`config.mk`:
```
export PLATFORM = sky130hd
export DESIGN_NAME = ysyx_22040750_clint_flat
export DESIGN_NICKNAME = d
export VERILOG_FILES = /design/src/rtl/ysyx_22040750_defs.sv /design/src/rtl/ysyx_22040750_clint_if.sv /design/src/rtl/ysyx_22040750_clint_tick.sv /design/src/rtl/ysyx_22040750_clint.sv /design/src/flat_wrapper.sv
export SDC_FILE = /design/constraint.sdc
export NUM_CORES = 1
export LEC_CHECK = 0
export CORE_UTILIZATION = 55
export CTS_CLUSTER_SIZE = 14
export DETAILED_ROUTE_END_ITERATION = 7
export GPL_TIMING_DRIVEN = 0
export PLACE_DENSITY = 0.85
export SYNTH_ARGS = -nofsm -noshare
export SYNTH_HDL_FRONTEND = slang
export SYNTH_SLANG_ARGS = --single-unit
```
`constraint.sdc`:
```
create_clock -name I_sys_clk -period 3.7 [get_ports I_sys_clk]
set_clock_uncertainty 0.1 [all_clocks]
set_input_delay 0.37 -clock I_sys_clk [delete_from_list [all_inputs] [get_ports I_sys_clk]]
set_output_delay 0.37 -clock I_sys_clk [all_outputs]
set_load 0.01 [all_outputs]
```
`src/rtl/ysyx_22040750_defs.sv`:
```
// Shared definitions for the core-local interruptor (CLINT).
// Register offsets relative to the region base, response FSM state encoding,
// and the offset decoder used by the top level.
package ysyx_22040750_defs;

  // Register offsets inside the CLINT region (8-byte aligned)
  localparam logic [31:0] CLINT_MSIP       = 32'h0000_0000;
  localparam logic [31:0] CLINT_MTIMECMP   = 32'h0000_4000;
  localparam logic [31:0] CLINT_MTIME      = 32'h0000_BFF8;

  // Byte-within-doubleword bits of the address are ignored by the decoder
  localparam logic [31:0] CLINT_ALIGN_MASK = 32'hFFFF_FFF8;

  // Response FSM encoding: a single bit is enough for the two phases
  localparam int CLINT_STATE_W = 1;
  localparam logic [CLINT_STATE_W-1:0] ST_IDLE = 1'b0;
  localparam logic [CLINT_STATE_W-1:0] ST_RESP = 1'b1;

  // Which register a request targets
  typedef enum logic [1:0] {
    REG_NONE     = 2'd0,
    REG_MSIP     = 2'd1,
    REG_MTIMECMP = 2'd2,
    REG_MTIME    = 2'd3
  } clint_reg_e;

  // Decode a region-relative offset. The msip slot only exists when the
  // software-interrupt feature is built in; otherwise it reads as unmapped.
  function automatic clint_reg_e clint_decode(input logic [31:0] offset,
                                              input logic        msip_en);
    logic [31:0] aligned;
    aligned = offset & CLINT_ALIGN_MASK;
    if (aligned == CLINT_MTIMECMP) begin
      clint_decode = REG_MTIMECMP;
    end else if (aligned == CLINT_MTIME) begin
      clint_decode = REG_MTIME;
    end else if ((aligned == CLINT_MSIP) && msip_en) begin
      clint_decode = REG_MSIP;
    end else begin
      clint_decode = REG_NONE;
    end
  endfunction

endpackage

```
`src/rtl/ysyx_22040750_clint_if.sv`:
```
// MMIO request/response bundle between the MEM-stage master and the CLINT.
// Request is accepted on req_valid & req_ready; the response is held until
// rsp_ready is seen with rsp_valid high.
interface ysyx_22040750_clint_if;

  logic        req_valid;
  logic        req_ready;
  logic        req_wen;
  logic [31:0] req_addr;
  logic [63:0] req_wdata;
  logic [7:0]  req_wstrb;
  logic        rsp_valid;
  logic        rsp_ready;
  logic [63:0] rsp_rdata;
  logic        rsp_err;

  modport master (
    output req_valid, req_wen, req_addr, req_wdata, req_wstrb, rsp_ready,
    input  req_ready, rsp_valid, rsp_rdata, rsp_err
  );

  modport slave (
    input  req_valid, req_wen, req_addr, req_wdata, req_wstrb, rsp_ready,
    output req_ready, rsp_valid, rsp_rdata, rsp_err
  );

endinterface

```
`src/rtl/ysyx_22040750_clint_tick.sv`:
```
// mtime prescaler: free-running counter 0..TICK_DIV-1 that emits a one-clock
// tick enable on its last count. With TICK_DIV=1 the counter stays at zero
// and the tick is asserted every clock.
module ysyx_22040750_clint_tick #(
  parameter int TICK_DIV = 1
) (
  input  logic I_sys_clk,
  input  logic I_rst_n,
  output logic tick
);

  localparam int CNT_W = (TICK_DIV > 1) ? $clog2(TICK_DIV) : 1;
  localparam logic [CNT_W-1:0] CNT_MAX = CNT_W'(TICK_DIV - 1);

  logic [CNT_W-1:0] cnt_reg;
  logic [CNT_W-1:0] cnt_next;

  assign tick = (cnt_reg == CNT_MAX);

  // Wrap to zero on the tick, otherwise count up
  always_comb begin
    cnt_next = cnt_reg + CNT_W'(1);
    if (tick) begin
      cnt_next = '0;
    end
  end

  // Prescaler state, cleared by reset
  always_ff @(posedge I_sys_clk) begin
    if (!I_rst_n) begin
      cnt_reg <= '0;
    end else begin
      cnt_reg <= cnt_next;
    end
  end

endmodule

```
`src/rtl/ysyx_22040750_clint.sv`:
```
// Core-local interruptor: memory-mapped mtime / mtimecmp (and optionally
// msip) behind a valid/ready MMIO slave, driving the CSR file's timer
// interrupt input.
// Optional feature macro: YSYX_22040750_CLINT_MSIP_EN adds the msip register
// at offset 0x0000 and the O_msip output; without it 0x0000 is unmapped.
module ysyx_22040750_clint
  import ysyx_22040750_defs::*;
#(
  parameter logic [31:0] BASE_ADDR    = 32'h0200_0000,
  parameter int          TICK_DIV     = 1,
  parameter logic [63:0] MTIMECMP_RST = 64'hFFFF_FFFF_FFFF_FFFF
) (
  input  logic                    I_sys_clk,
  input  logic                    I_rst_n,
  ysyx_22040750_clint_if.slave    bus,
  output logic                    O_mtip
`ifdef YSYX_22040750_CLINT_MSIP_EN
  ,
  output logic                    O_msip
`endif
);

`ifdef YSYX_22040750_CLINT_MSIP_EN
  localparam logic MSIP_EN = 1'b1;
`else
  localparam logic MSIP_EN = 1'b0;
`endif

  logic [CLINT_STATE_W-1:0] state_reg;
  logic [63:0]              mtime_reg;
  logic [63:0]              mtimecmp_reg;
  logic [63:0]              rsp_rdata_reg;
  logic                     rsp_err_reg;
  logic                     mtip_reg;
`ifdef YSYX_22040750_CLINT_MSIP_EN
  logic                     msip_reg;
`endif

  logic        tick;
  logic        accept;
  logic [31:0] offset;
  clint_reg_e  target;
  logic [63:0] wmask;
  logic [63:0] rd_val;
  logic [63:0] mtime_next;
  logic [63:0] mtimecmp_next;
  logic        wr_mtime;
  logic        wr_mtimecmp;

  ysyx_22040750_clint_tick #(
    .TICK_DIV (TICK_DIV)
  ) u_tick (
    .I_sys_clk (I_sys_clk),
    .I_rst_n   (I_rst_n),
    .tick      (tick)
  );

  // ---------------- request decode ----------------
  assign offset = bus.req_addr - BASE_ADDR;
  assign target = clint_decode(offset, MSIP_EN);
  assign accept = (state_reg == ST_IDLE) && bus.req_valid;

  assign wr_mtime    = accept && bus.req_wen && (target == REG_MTIME);
  assign wr_mtimecmp = accept && bus.req_wen && (target == REG_MTIMECMP);

  // Expand the byte strobes into a bit mask for the read-modify-write merge
  genvar gi;
  generate
    for (gi = 0; gi < 8; gi++) begin : g_wmask
      assign wmask[gi*8 +: 8] = {8{bus.req_wstrb[gi]}};
    end
  endgenerate

  assign mtime_next    = (mtime_reg    & ~wmask) | (bus.req_wdata & wmask);
  assign mtimecmp_next = (mtimecmp_reg & ~wmask) | (bus.req_wdata & wmask);

  // Read mux: current (pre-edge) register value of the addressed slot
  always_comb begin
    rd_val = '0;
    case (target)
      REG_MTIMECMP: rd_val = mtimecmp_reg;
      REG_MTIME:    rd_val = mtime_reg;
`ifdef YSYX_22040750_CLINT_MSIP_EN
      REG_MSIP:     rd_val = {63'b0, msip_reg};
`endif
      default:      rd_val = '0;
    endcase
  end

  // ---------------- timer registers ----------------
  // mtime: a bus write takes priority over the prescaler tick on the same edge
  always_ff @(posedge I_sys_clk) begin
    if (!I_rst_n) begin
      mtime_reg <= '0;
    end else if (wr_mtime) begin
      mtime_reg <= mtime_next;
    end else if (tick) begin
      mtime_reg <= mtime_reg + 64'd1;
    end
  end

  // mtimecmp: only changed by bus writes
  always_ff @(posedge I_sys_clk) begin
    if (!I_rst_n) begin
      mtimecmp_reg <= MTIMECMP_RST;
    end else if (wr_mtimecmp) begin
      mtimecmp_reg <= mtimecmp_next;
    end
  end

  // Timer interrupt is a registered level of the unsigned compare
  always_ff @(posedge I_sys_clk) begin
    if (!I_rst_n) begin
      mtip_reg <= 1'b0;
    end else begin
      mtip_reg <= (mtime_reg >= mtimecmp_reg);
    end
  end

`ifdef YSYX_22040750_CLINT_MSIP_EN
  // Software interrupt bit lives in byte lane 0
  always_ff @(posedge I_sys_clk) begin
    if (!I_rst_n) begin
      msip_reg <= 1'b0;
    end else if (accept && bus.req_wen && (target == REG_MSIP) && bus.req_wstrb[0]) begin
      msip_reg <= bus.req_wdata[0];
    end
  end

  assign O_msip = msip_reg;
`endif

  // ---------------- response FSM ----------------
  // IDLE accepts one request and latches its response; RESP holds it until consumed
  always_ff @(posedge I_sys_clk) begin
    if (!I_rst_n) begin
      state_reg     <= ST_IDLE;
      rsp_rdata_reg <= '0;
      rsp_err_reg   <= 1'b0;
    end else begin
      case (state_reg)
        ST_IDLE: begin
          if (bus.req_valid) begin
            state_reg     <= ST_RESP;
            rsp_err_reg   <= (target == REG_NONE);
            rsp_rdata_reg <= bus.req_wen ? 64'd0 : rd_val;
          end
        end
        ST_RESP: begin
          if (bus.rsp_ready) begin
            state_reg <= ST_IDLE;
          end
        end
        default: begin
          state_reg <= ST_IDLE;
        end
      endcase
    end
  end

  assign bus.req_ready = (state_reg == ST_IDLE);
  assign bus.rsp_valid = (state_reg == ST_RESP);
  assign bus.rsp_rdata = rsp_rdata_reg;
  assign bus.rsp_err   = rsp_err_reg;
  assign O_mtip        = mtip_reg;

endmodule

```
`src/flat_wrapper.sv`:
```
// flat-port wrapper written by rule: the top's interface ports become plain ports
module ysyx_22040750_clint_flat import ysyx_22040750_defs::*;
#(
  parameter logic [31:0] BASE_ADDR    = 32'h0200_0000,
  parameter int          TICK_DIV     = 1,
  parameter logic [63:0] MTIMECMP_RST = 64'hFFFF_FFFF_FFFF_FFFF
)
  (I_sys_clk, I_rst_n, O_mtip, bus_req_valid, bus_req_wen, bus_req_addr, bus_req_wdata, bus_req_wstrb, bus_rsp_ready, bus_req_ready, bus_rsp_valid, bus_rsp_rdata, bus_rsp_err);
  ysyx_22040750_clint_if bus_i ();
  input  logic I_sys_clk;
  input  logic I_rst_n;
  output logic O_mtip;
  input wire logic [$bits(bus_i.req_valid)-1:0] bus_req_valid;
  input wire logic [$bits(bus_i.req_wen)-1:0] bus_req_wen;
  input wire logic [$bits(bus_i.req_addr)-1:0] bus_req_addr;
  input wire logic [$bits(bus_i.req_wdata)-1:0] bus_req_wdata;
  input wire logic [$bits(bus_i.req_wstrb)-1:0] bus_req_wstrb;
  input wire logic [$bits(bus_i.rsp_ready)-1:0] bus_rsp_ready;
  output wire logic [$bits(bus_i.req_ready)-1:0] bus_req_ready;
  output wire logic [$bits(bus_i.rsp_valid)-1:0] bus_rsp_valid;
  output wire logic [$bits(bus_i.rsp_rdata)-1:0] bus_rsp_rdata;
  output wire logic [$bits(bus_i.rsp_err)-1:0] bus_rsp_err;
  assign bus_i.req_valid = bus_req_valid;
  assign bus_i.req_wen = bus_req_wen;
  assign bus_i.req_addr = bus_req_addr;
  assign bus_i.req_wdata = bus_req_wdata;
  assign bus_i.req_wstrb = bus_req_wstrb;
  assign bus_i.rsp_ready = bus_rsp_ready;
  assign bus_req_ready = bus_i.req_ready;
  assign bus_rsp_valid = bus_i.rsp_valid;
  assign bus_rsp_rdata = bus_i.rsp_rdata;
  assign bus_rsp_err = bus_i.rsp_err;
  ysyx_22040750_clint #(.BASE_ADDR(BASE_ADDR), .TICK_DIV(TICK_DIV), .MTIMECMP_RST(MTIMECMP_RST)) u_core (.I_sys_clk(I_sys_clk), .I_rst_n(I_rst_n), .bus(bus_i), .O_mtip(O_mtip));
endmodule
```
**Word-level counts from Yosys, hierarchy flattened**

Cells that the tools add are included.

- Add/sub/neg operators: 3
- $lt $le $gt $ge: 1
- Eq/ne operators: 5
- Multiplexer cells: 9
- Bitwise logic cells: 7
- Reductions and logical operators: 7

Operators by type and width:

| operator | count |
|---|---|
| 64-bit bitwise AND | 3 |
| 64-bit two-way mux | 3 |
| 64-bit bitwise OR | 2 |
| 64-bit case mux with 2 select lines | 1 |
| 64-bit by 1-bit adder with 64-bit output (second input constant) | 1 |
| 64-bit >= comparator | 1 |
| 64-bit inverter | 1 |
| 32-bit by 26-bit subtractor with 32-bit output (second input constant) | 1 |
| 29-bit by 12-bit == test with 1-bit output (second input constant) | 1 |
| 29-bit by 13-bit == test with 1-bit output (second input constant) | 1 |
| 2-bit == test (second input constant) | 2 |
| 1-bit logical AND | 4 |
| 2-bit two-way mux | 2 |
| 2-bit AND reduction | 2 |
| 2-bit zero test | 1 |
| 1-bit two-way mux | 2 |
| 2-bit by 1-bit inequality test with 1-bit output (second input constant) | 1 |
| 1-bit case mux with 2 select lines | 1 |
| 1-bit adder (second input constant) | 1 |
| 1-bit inverter | 1 |

- Flip-flop bits (word level): 196
- Input port bits: 109
- Output and inout port bits: 68

**Logic depth before layout (Yosys ltp)**

Gate-level depths: netlist (run 1).

- Depth after elaboration: 7
- Mapped depth: 9
- Mapped depth without buffers: 8

**Cells and area by module**

A second synthesis (run 1) with hierarchy kept.

- Cells, all modules: 1,260
- Area, all modules: 10,548.9 um2

Modules (own cells, without submodules):

| module | times used | cells an instance | area an instance (um2) |
|---|---|---|---|
| ysyx_22040750_clint | 1 | 1,257 | 10,521.3 |
| ysyx_22040750_clint_tick | 1 | 3 | 27.5 |

**Worst setup path after synthesis (run 1)**

OpenSTA, ideal clock, no wires.

- Kind: reg-to-reg
- Start: register with a tool-made name
- End: register with a tool-made name
- Data arrival time: 2.248 ns
- Required time: 3.497 ns
- Path slack: 1.249 ns
- Cell stages (with the launch flop): 9
- Path buffers: 2
- Clock period less this slack: 2.451 ns
- Cell sequence: dfxtp_1 -> buf_2 -> and4_4 -> nand4_4 -> or3_1 -> buf_6 -> or3_4 -> o211a_1 -> a2111oi_2

**Worst setup path after layout (run 1)**

- Start: input bus_req_addr[5]
- End: register u_core.rsp_rdata_reg[3] (netlist: u_core.bus.rsp_rdata[3])

- Cells in the longest elaborated chain, start to end: 7

Ends and longest elaborated chain:

| item | line | source |
|---|---|---|
| from (decl) | flat_wrapper.sv:15 | `input wire logic [$bits(bus_i.req_addr)-1:0] bus_req_addr;` |
| 32-bit by 26-bit subtractor with 32-bit output (*) | ysyx_22040750_clint.sv:59 | `assign offset = bus.req_addr - BASE_ADDR;` |
| 29-bit by 13-bit == test with 1-bit output | ysyx_22040750_defs.sv:35 | `end else if (aligned == CLINT_MTIME) begin` |
| 2-bit two-way mux | ysyx_22040750_defs.sv:35 |  |
| 2-bit two-way mux (*) | ysyx_22040750_defs.sv:33 | `if (aligned == CLINT_MTIMECMP) begin` |
| 2-bit == test | ysyx_22040750_clint.sv:80 | `case (target)` |
| 64-bit case mux with 2 select lines (*) | ysyx_22040750_clint.sv:80 |  |
| 64-bit two-way mux (*) | ysyx_22040750_clint.sv:146 | `rsp_rdata_reg <= bus.req_wen ? 64'd0 : rd_val;` |
| to (signal assigned) | ysyx_22040750_clint.sv:146 |  |
| to (decl) | ysyx_22040750_clint.sv:32 | `logic [63:0] rsp_rdata_reg;` |

Every way passes the cells marked *; elsewhere a longest branch is shown, timed or not.
A chain may end at the register's enable or synchronous reset.

==> results.toml, run 1 <==
[global_route]
grt_pass1_wl_mm = 56.7
grt_pass1_vias = 10500
grt_max_degree = 17
antenna_found_initial = 1
grt_usage_pct = 36.8
grt.overflow.total = 0

[hold_path]
hold_depth = 2
min_path_type = "reg -> reg"
holdPathEnd = "u_core.bus.rsp_rdata[8]$_SDFFE_PN0P_"
hold_start = "u_core.bus.rsp_rdata[8]$_SDFFE_PN0P_"

[clock_network]
cts.path.max_buffers = 2
clkTransAtPathRegs_ns = 0.07
cts_tree = "built"
clockRootBuffer = "clkbuf_16"
cts_buffers = 17
clkLatencyLatePin_ns = 0.44
clock_sinks = 196
ctsHoldBuffers = 0
ctsHtreeMaxLevel = 4

[finish]
fillers = 1531
syn_to_final_growth_pct = 24.7
final_nets = 1663
num_antenna_cells = 0
drive_above_1_share_pct = 3.99

[timing]
layout_min_cycle_time_ns = 3.54
period_share_pct = 95.6
hold_viol = 0
finalSetupViolations = 0
slew_headroom_pct = 20.5
worst_slack_ns = 0.162
worst_pin_slew_ns = 1.18
fmax_mhz = 283
rsz0062_at_grt = "false"
maxSlewViolCount = 0

[routing]
avgViaCountPerCell = 6.59
routedWlPerCell_um = 20.9
dr.first_iter.drc_count = 1432
drc_errors = 0
first_pass_iters = 7
wl_mm = 36.8
vias = 11600
ant_nets = 0

[synthesis]
synth-main-ff-cell = "dfxtp_1"
syn_area_um2 = 10700
yosysSeqAreaShare_pct = 36.7
synth-edff-count = 0
synthCells = 1295
syn_nets = 1469
synth_cell_type_count = 75
syn_avg_cell_area_um2 = 8.25
async_flop_share_pct = 0
ys_ff_latch = 196
synth_warnings = 0

[power]
worst_ir_drop_vdd_v = 0.000310
power_mw = 4.27
p_per_area_nw_per_um2 = 321
power_leakage_nw = 5.18

[floorplan]
die_area_um2 = 20000
core_um2 = 18900
start_util_pct = 56.5
io_pins = 177
num_rows = 50
fp.dieW_um = 141
die_height_um = 141

[job]
maxCapViolCount = 0

[placed_design]
place_hpwl_mm = 27.0
place_ws_ns = -0.682
port_buffers = 173
routabilityCongestion = 0.986

[critical_path]
r2r-start = "u_core.bus.rsp_valid$_SDFF_PN0_"
arrival_ns = 3.81
r2r_cells = 9
required_ns = 3.97
worstSetupStartpointType = "input port"
path_max_fanout = 10
endpoint_kind = "register"
path_class = "in -> reg"
rrSetupSlack_ns = 0.43

[outcome]
outcome = "finished clean"
per-layer routing:
layer	wire length, um	share of wire [%]	global-route usage [%]
met4	1680	4.6	18.2
met2	15900	43	56.4
met1	14500	40	47.9
met5	34	0.092	0
met3	4590	12	9.48
per-stage QoR:
stage / instances / hold WS, ns / TNS (ns) / utilization (%) / instance area (um2)
6_report: 1762 / 0.387 / 0 / 70.5 / 13300
5_1_grt: 1762 / 0.416 / 0 / 70.5 / 13300
4_1_cts: 1760 / 0.392 / 0 / 70.4 / 13300
3_5_place_dp: 1728 / 0.375 / -31.29 / 67.4 / 12700
3_3_place_gp: 1728 / 0.366 / -24.34 / 67.4 / 12700
2_1_floorplan: 1295 / 0.378 / 0 / - / 10700
layout make-up:
cell class / count / area, um2 / share of cell area (%)
repair buffers: 175 / 1750 / 13.1
plain buffers: 89 / 360 / 2.70
well taps: 260 / 325 / 2.44
clock buffers: 22 / 464 / 3.48
flip-flops and latches: 196 / 3920 / 29.5
inverters: 79 / 297 / 2.23
multi-input cells: 931 / 6110 / 45.8
clock inverters: 10 / 98.8 / 0.742
Yosys cell counts, drive strengths merged, types with 3 or more instances:
| master | n | area share, % |
|---|---|---|
| a211oi | 27 | 1.9 |
| o31ai | 5 | 0.35 |
| clkbuf | 66 | 2.3 |
| nand3 | 35 | 1.7 |
| o211ai | 79 | 5.6 |
| nand2b | 9 | 0.53 |
| ha | 65 | 7.6 |
| a21o | 8 | 0.56 |
| a221oi | 3 | 0.25 |
| o21a | 3 | 0.21 |
| o221ai | 6 | 0.49 |
| nand2 | 117 | 4.1 |
| a2111oi | 5 | 0.47 |
| nor4 | 22 | 1.3 |
| o21ai | 53 | 2.5 |
| a31oi | 20 | 1.2 |
| and3 | 19 | 1.1 |
| a311oi | 11 | 0.90 |
| buf | 23 | 1.0 |
| or3 | 8 | 0.52 |
| and4 | 16 | 1.3 |
| nor3b | 4 | 0.28 |
| nor3 | 27 | 1.4 |
| inv | 78 | 2.7 |
| or4 | 5 | 0.35 |
| a21oi | 48 | 2.2 |
| o22ai | 3 | 0.18 |
| and2 | 11 | 0.64 |
| dfxtp | 196 | 37 |
| a2bb2oi | 63 | 5.2 |
| a22oi | 69 | 4.8 |
| nand4 | 38 | 2.4 |
| nor2 | 115 | 4.0 |
cells in the final DEF, fill, tap and decap left out, types with 9 or more instances in the layout:
cell	synthesis	layout
a31oi_1	20	20
a2bb2oi_1	63	63
clkbuf_16	0	17
nand3_1	34	34
o21ai_0	53	53
o211ai_1	79	79
and2_1	10	10
nand2_1	117	117
a211oi_1	27	27
clkbuf_1	66	68
ha_1	65	65
a22oi_1	69	69
nor2_1	115	114
buf_1	11	10
and4_1	15	15
buf_2	10	10
nand2b_1	9	9
nor3_1	24	24
nand4_1	37	37
inv_1	78	78
and3_1	19	19
clkdlybuf4s50_1	0	173
a311oi_1	11	11
nor4_1	21	21
dfxtp_1	196	196
a21oi_1	48	48
power breakdown:
group | total [mW] | internal (mW) | switching [mW]
combinational | 0.338 | 0.152 | 0.186
sequential | 2.13 | 2.12 | 0.0111
clock | 1.81 | 0.970 | 0.837
total | 4.27 | 3.24 | 1.03
worst max-delay path by stage:
stage / startpoint / to / slack (ns) / cells after the start
global placement: bus_req_addr[23] / u_core.bus.rsp_rdata[24]$_SDFFE_PN0P_ / -0.56 / 9
global route: bus_req_addr[3] / u_core.bus.rsp_rdata[3]$_SDFFE_PN0P_ / 0.1 / 9
finish: bus_req_addr[5] / u_core.bus.rsp_rdata[3]$_SDFFE_PN0P_ / 0.16 / 9
floorplan: register / register / 1.25 / 8
detailed placement: bus_req_addr[23] / u_core.bus.rsp_rdata[24]$_SDFFE_PN0P_ / -0.68 / 9
CTS: bus_req_addr[23] / u_core.bus.rsp_rdata[24]$_SDFFE_PN0P_ / 0.19 / 9
cells by family (layout without fill, tap and decap cells):
kind of cell             Yosys count  after routing  synth area share, %
buffers and inverters            168            375                 6.13
AND/OR/NAND/NOR                  435            435                 20.4
AO/OA/AOI/OAI                    425            425                 28.7
flip-flops                       196            196                 36.7
other                              1              1               0.0351
adder cells (fa/ha/maj)           65             65                 7.61
XOR/XNOR                           3              3                0.246
multiplexers                       2              2                0.199
worst max-delay path, cell delays in order:
cell	delay [ns]
clkdlybuf4s50_1	0.50
nor4_1	0.57
nand4_1	0.41
nor2_2	0.50
clkbuf_2	0.49
buf_1	0.46
a22oi_1	0.17
a2bb2oi_1	0.18
nor2_1	0.13
what timing repair did:
item,CTS,global route
gates resized for setup,2,1
endpoints found under the setup margin,40,6
setup buffers,0,2
Power figures use the tool's default switching activity.
==> run 2, diff against run 1 <==
- MAX_ROUTING_LAYER: default -> met4
==> run 2 against run 1 <==
Net effect: sequential share of layout area is essentially flat; combinational power about the same; clock power increased by 6%; highest routed layer is now met4.
==> results.toml, run 2 (synthesis results as in run 1) <==
[routing]
avgViaCountPerCell = 6.67
routedWlPerCell_um = 21.1
wl_mm = 37.1
vias = 11700
first_pass_iters = 6
dr.first_iter.drc_count = 1356
ant_nets = 0
drc_errors = 0

[timing]
maxSlewViolCount = 0
finalSetupViolations = 0
worst_pin_slew_ns = 1.27
slew_headroom_pct = 14.6
period_share_pct = 97.3
hold_viol = 0
rsz0062_at_grt = "true"
worst_slack_ns = 0.0998
fmax_mhz = 278
layout_min_cycle_time_ns = 3.60

[critical_path]
arrival_ns = 3.79
crit_path_top_delay_cell = "nor3_2"
crit_path_max_incr_delay_ns = 0.60
path_max_fanout = 10
path_depth = 10
endpoint_kind = "register"
cpMostUsedCell = "buf_2"
r2r-start = "u_core.bus.rsp_valid$_SDFF_PN0_"
worstSetupStartpointType = "input port"
critPathTopFamily = "simple AND/OR/NAND/NOR gates"
r2r_cells = 9
crit_buf_inv = 4
path_class = "in -> reg"
critPathLaunch = "bus_req_addr[20]"
required_ns = 3.89
crit_chain = "clkdlybuf4s50_1 -> nor4_1 -> nand4_1 -> nor3_2 -> buf_2 -> buf_2 -> buf_2 -> nor2_1 -> o21ai_0 -> a21oi_1"

[clock_network]
clkTransAtPathRegs_ns = 0.07
ctsHtreeMaxLevel = 4
cts.path.max_buffers = 2
clkLatencyLatePin_ns = 0.44
clockRootBuffer = "clkbuf_16"
clock_sinks = 196
cts_tree = "built"
cts_buffers = 17

[finish]
final_common_cell = "dfxtp_1"
multi_input_area_um2 = 6110
drive_above_1_share_pct = 3.93
syn_to_final_growth_pct = 24.9
stdcell_area_um2 = 13300
final_nets = 1661
final_cell_mix = "dfxtp_1, clkdlybuf4s50_1, nand2_1"
stdcell_count = 1760
num_antenna_cells = 0
regArea_um2 = 3920
fillers = 1559

[power]
combPwrFrac_pct = 7.7
worst_ir_drop_vdd_v = 0.000323
power_leakage_nw = 5.18
p_per_area_nw_per_um2 = 328
swShare_pct = 24.0
intPower_mw = 3.32
pwr-share-clk_pct = 43.7
power_mw = 4.38
total_switching_power_mw = 1.05
pwr-share-seq_pct = 48.6

[floorplan]
die_height_um = 141
fp.dieW_um = 141
start_util_pct = 56.5
io_pins = 177
die_area_um2 = 20000
core_um2 = 18900
num_rows = 50

[hold_path]
hold_start = "u_core.bus.rsp_rdata[58]$_SDFFE_PN0P_"
hold_depth = 2
min_path_type = "reg -> reg"

[global_route]
grt.overflow.total = 0
grt_usage_pct = 38.3
grt_pass1_vias = 10800
grt_max_degree = 17
grt_pass1_wl_mm = 57.5
antenna_found_initial = 0

[job]
maxCapViolCount = 0

[placed_design]
place_hpwl_mm = 27.2
placed_cells = 1728
routabilityCongestion = 1.00
port_buffers = 173
placed_area_um2 = 12700
place_ws_ns = -0.649

[outcome]
outcome = "finished clean"
-- run 2: power by group through the flow --
| stage | clock (mW) | sequential [mW] | combinational, mW |
|---|---|---|---|
| finish | 1.91 | 2.13 | 0.338 |
| global route | 1.99 | 2.13 | 0.349 |
| CTS | 1.90 | 2.13 | 0.327 |
| detailed placement | 0 | 2.18 | 0.325 |
| global placement | 0 | 2.17 | 0.323 |
| floorplan | 0 | 2.17 | 0.114 |
-- run 2: path summary, 6_finish.rpt --
check | to | slack, ns
worst max-delay path | register | 0.1
worst min register to register | u_core.bus.rsp_rdata[58]$_SDFFE_PN0P_ | 0.39
worst max register to register | register | 0.41
worst min-delay path | u_core.bus.rsp_rdata[58]$_SDFFE_PN0P_ | 0.39
-- run 2: repair_timing --
| action | CTS | global route |
|---|---|---|
| resized for setup | 2 | 3 |
| endpoints found under the setup margin | 40 | 2 |
| hold buffers | 0 | 0 |
| setup buffers | 0 | 0 |
| hold endpoints to repair | 0 | 0 |
-- run 2: layout make-up --
class | instances | area share [%]
multi-input combinational | 931 | 45.8
sequential | 196 | 29.4
timing repair buffer | 173 | 13.0
clock buffer | 22 | 3.55
buffer | 89 | 2.70
tap | 260 | 2.44
inverter | 79 | 2.22
clock inverter | 10 | 0.900
-- run 2: per-layer routing --
layer / part of all wire [%] / GRT usage (%)
met1: 40 / 49.4
met2: 43 / 56.3
met3: 12 / 8.64
met4: 4.6 / 19.2
met5: 0 / -
-- run 2: worst reg2reg max path, delay by kind of cell (launching register included) --
family | cells | cell delay, ns
simple gates | 4 | 1.45
buf+inv | 3 | 0.95
flops | 1 | 0.37
compound gates | 2 | 0.33
-- run 2: through the flow --
stage          utilization (%)  TNS (ns)  hold slack [ns]
2_1_floorplan                -         0            0.378
3_3_place_gp              67.4    -27.39            0.366
3_5_place_dp              67.4    -28.37            0.373
4_1_cts                   70.6         0            0.390
5_1_grt                   70.6   -0.0118            0.412
6_report                  70.6         0            0.388
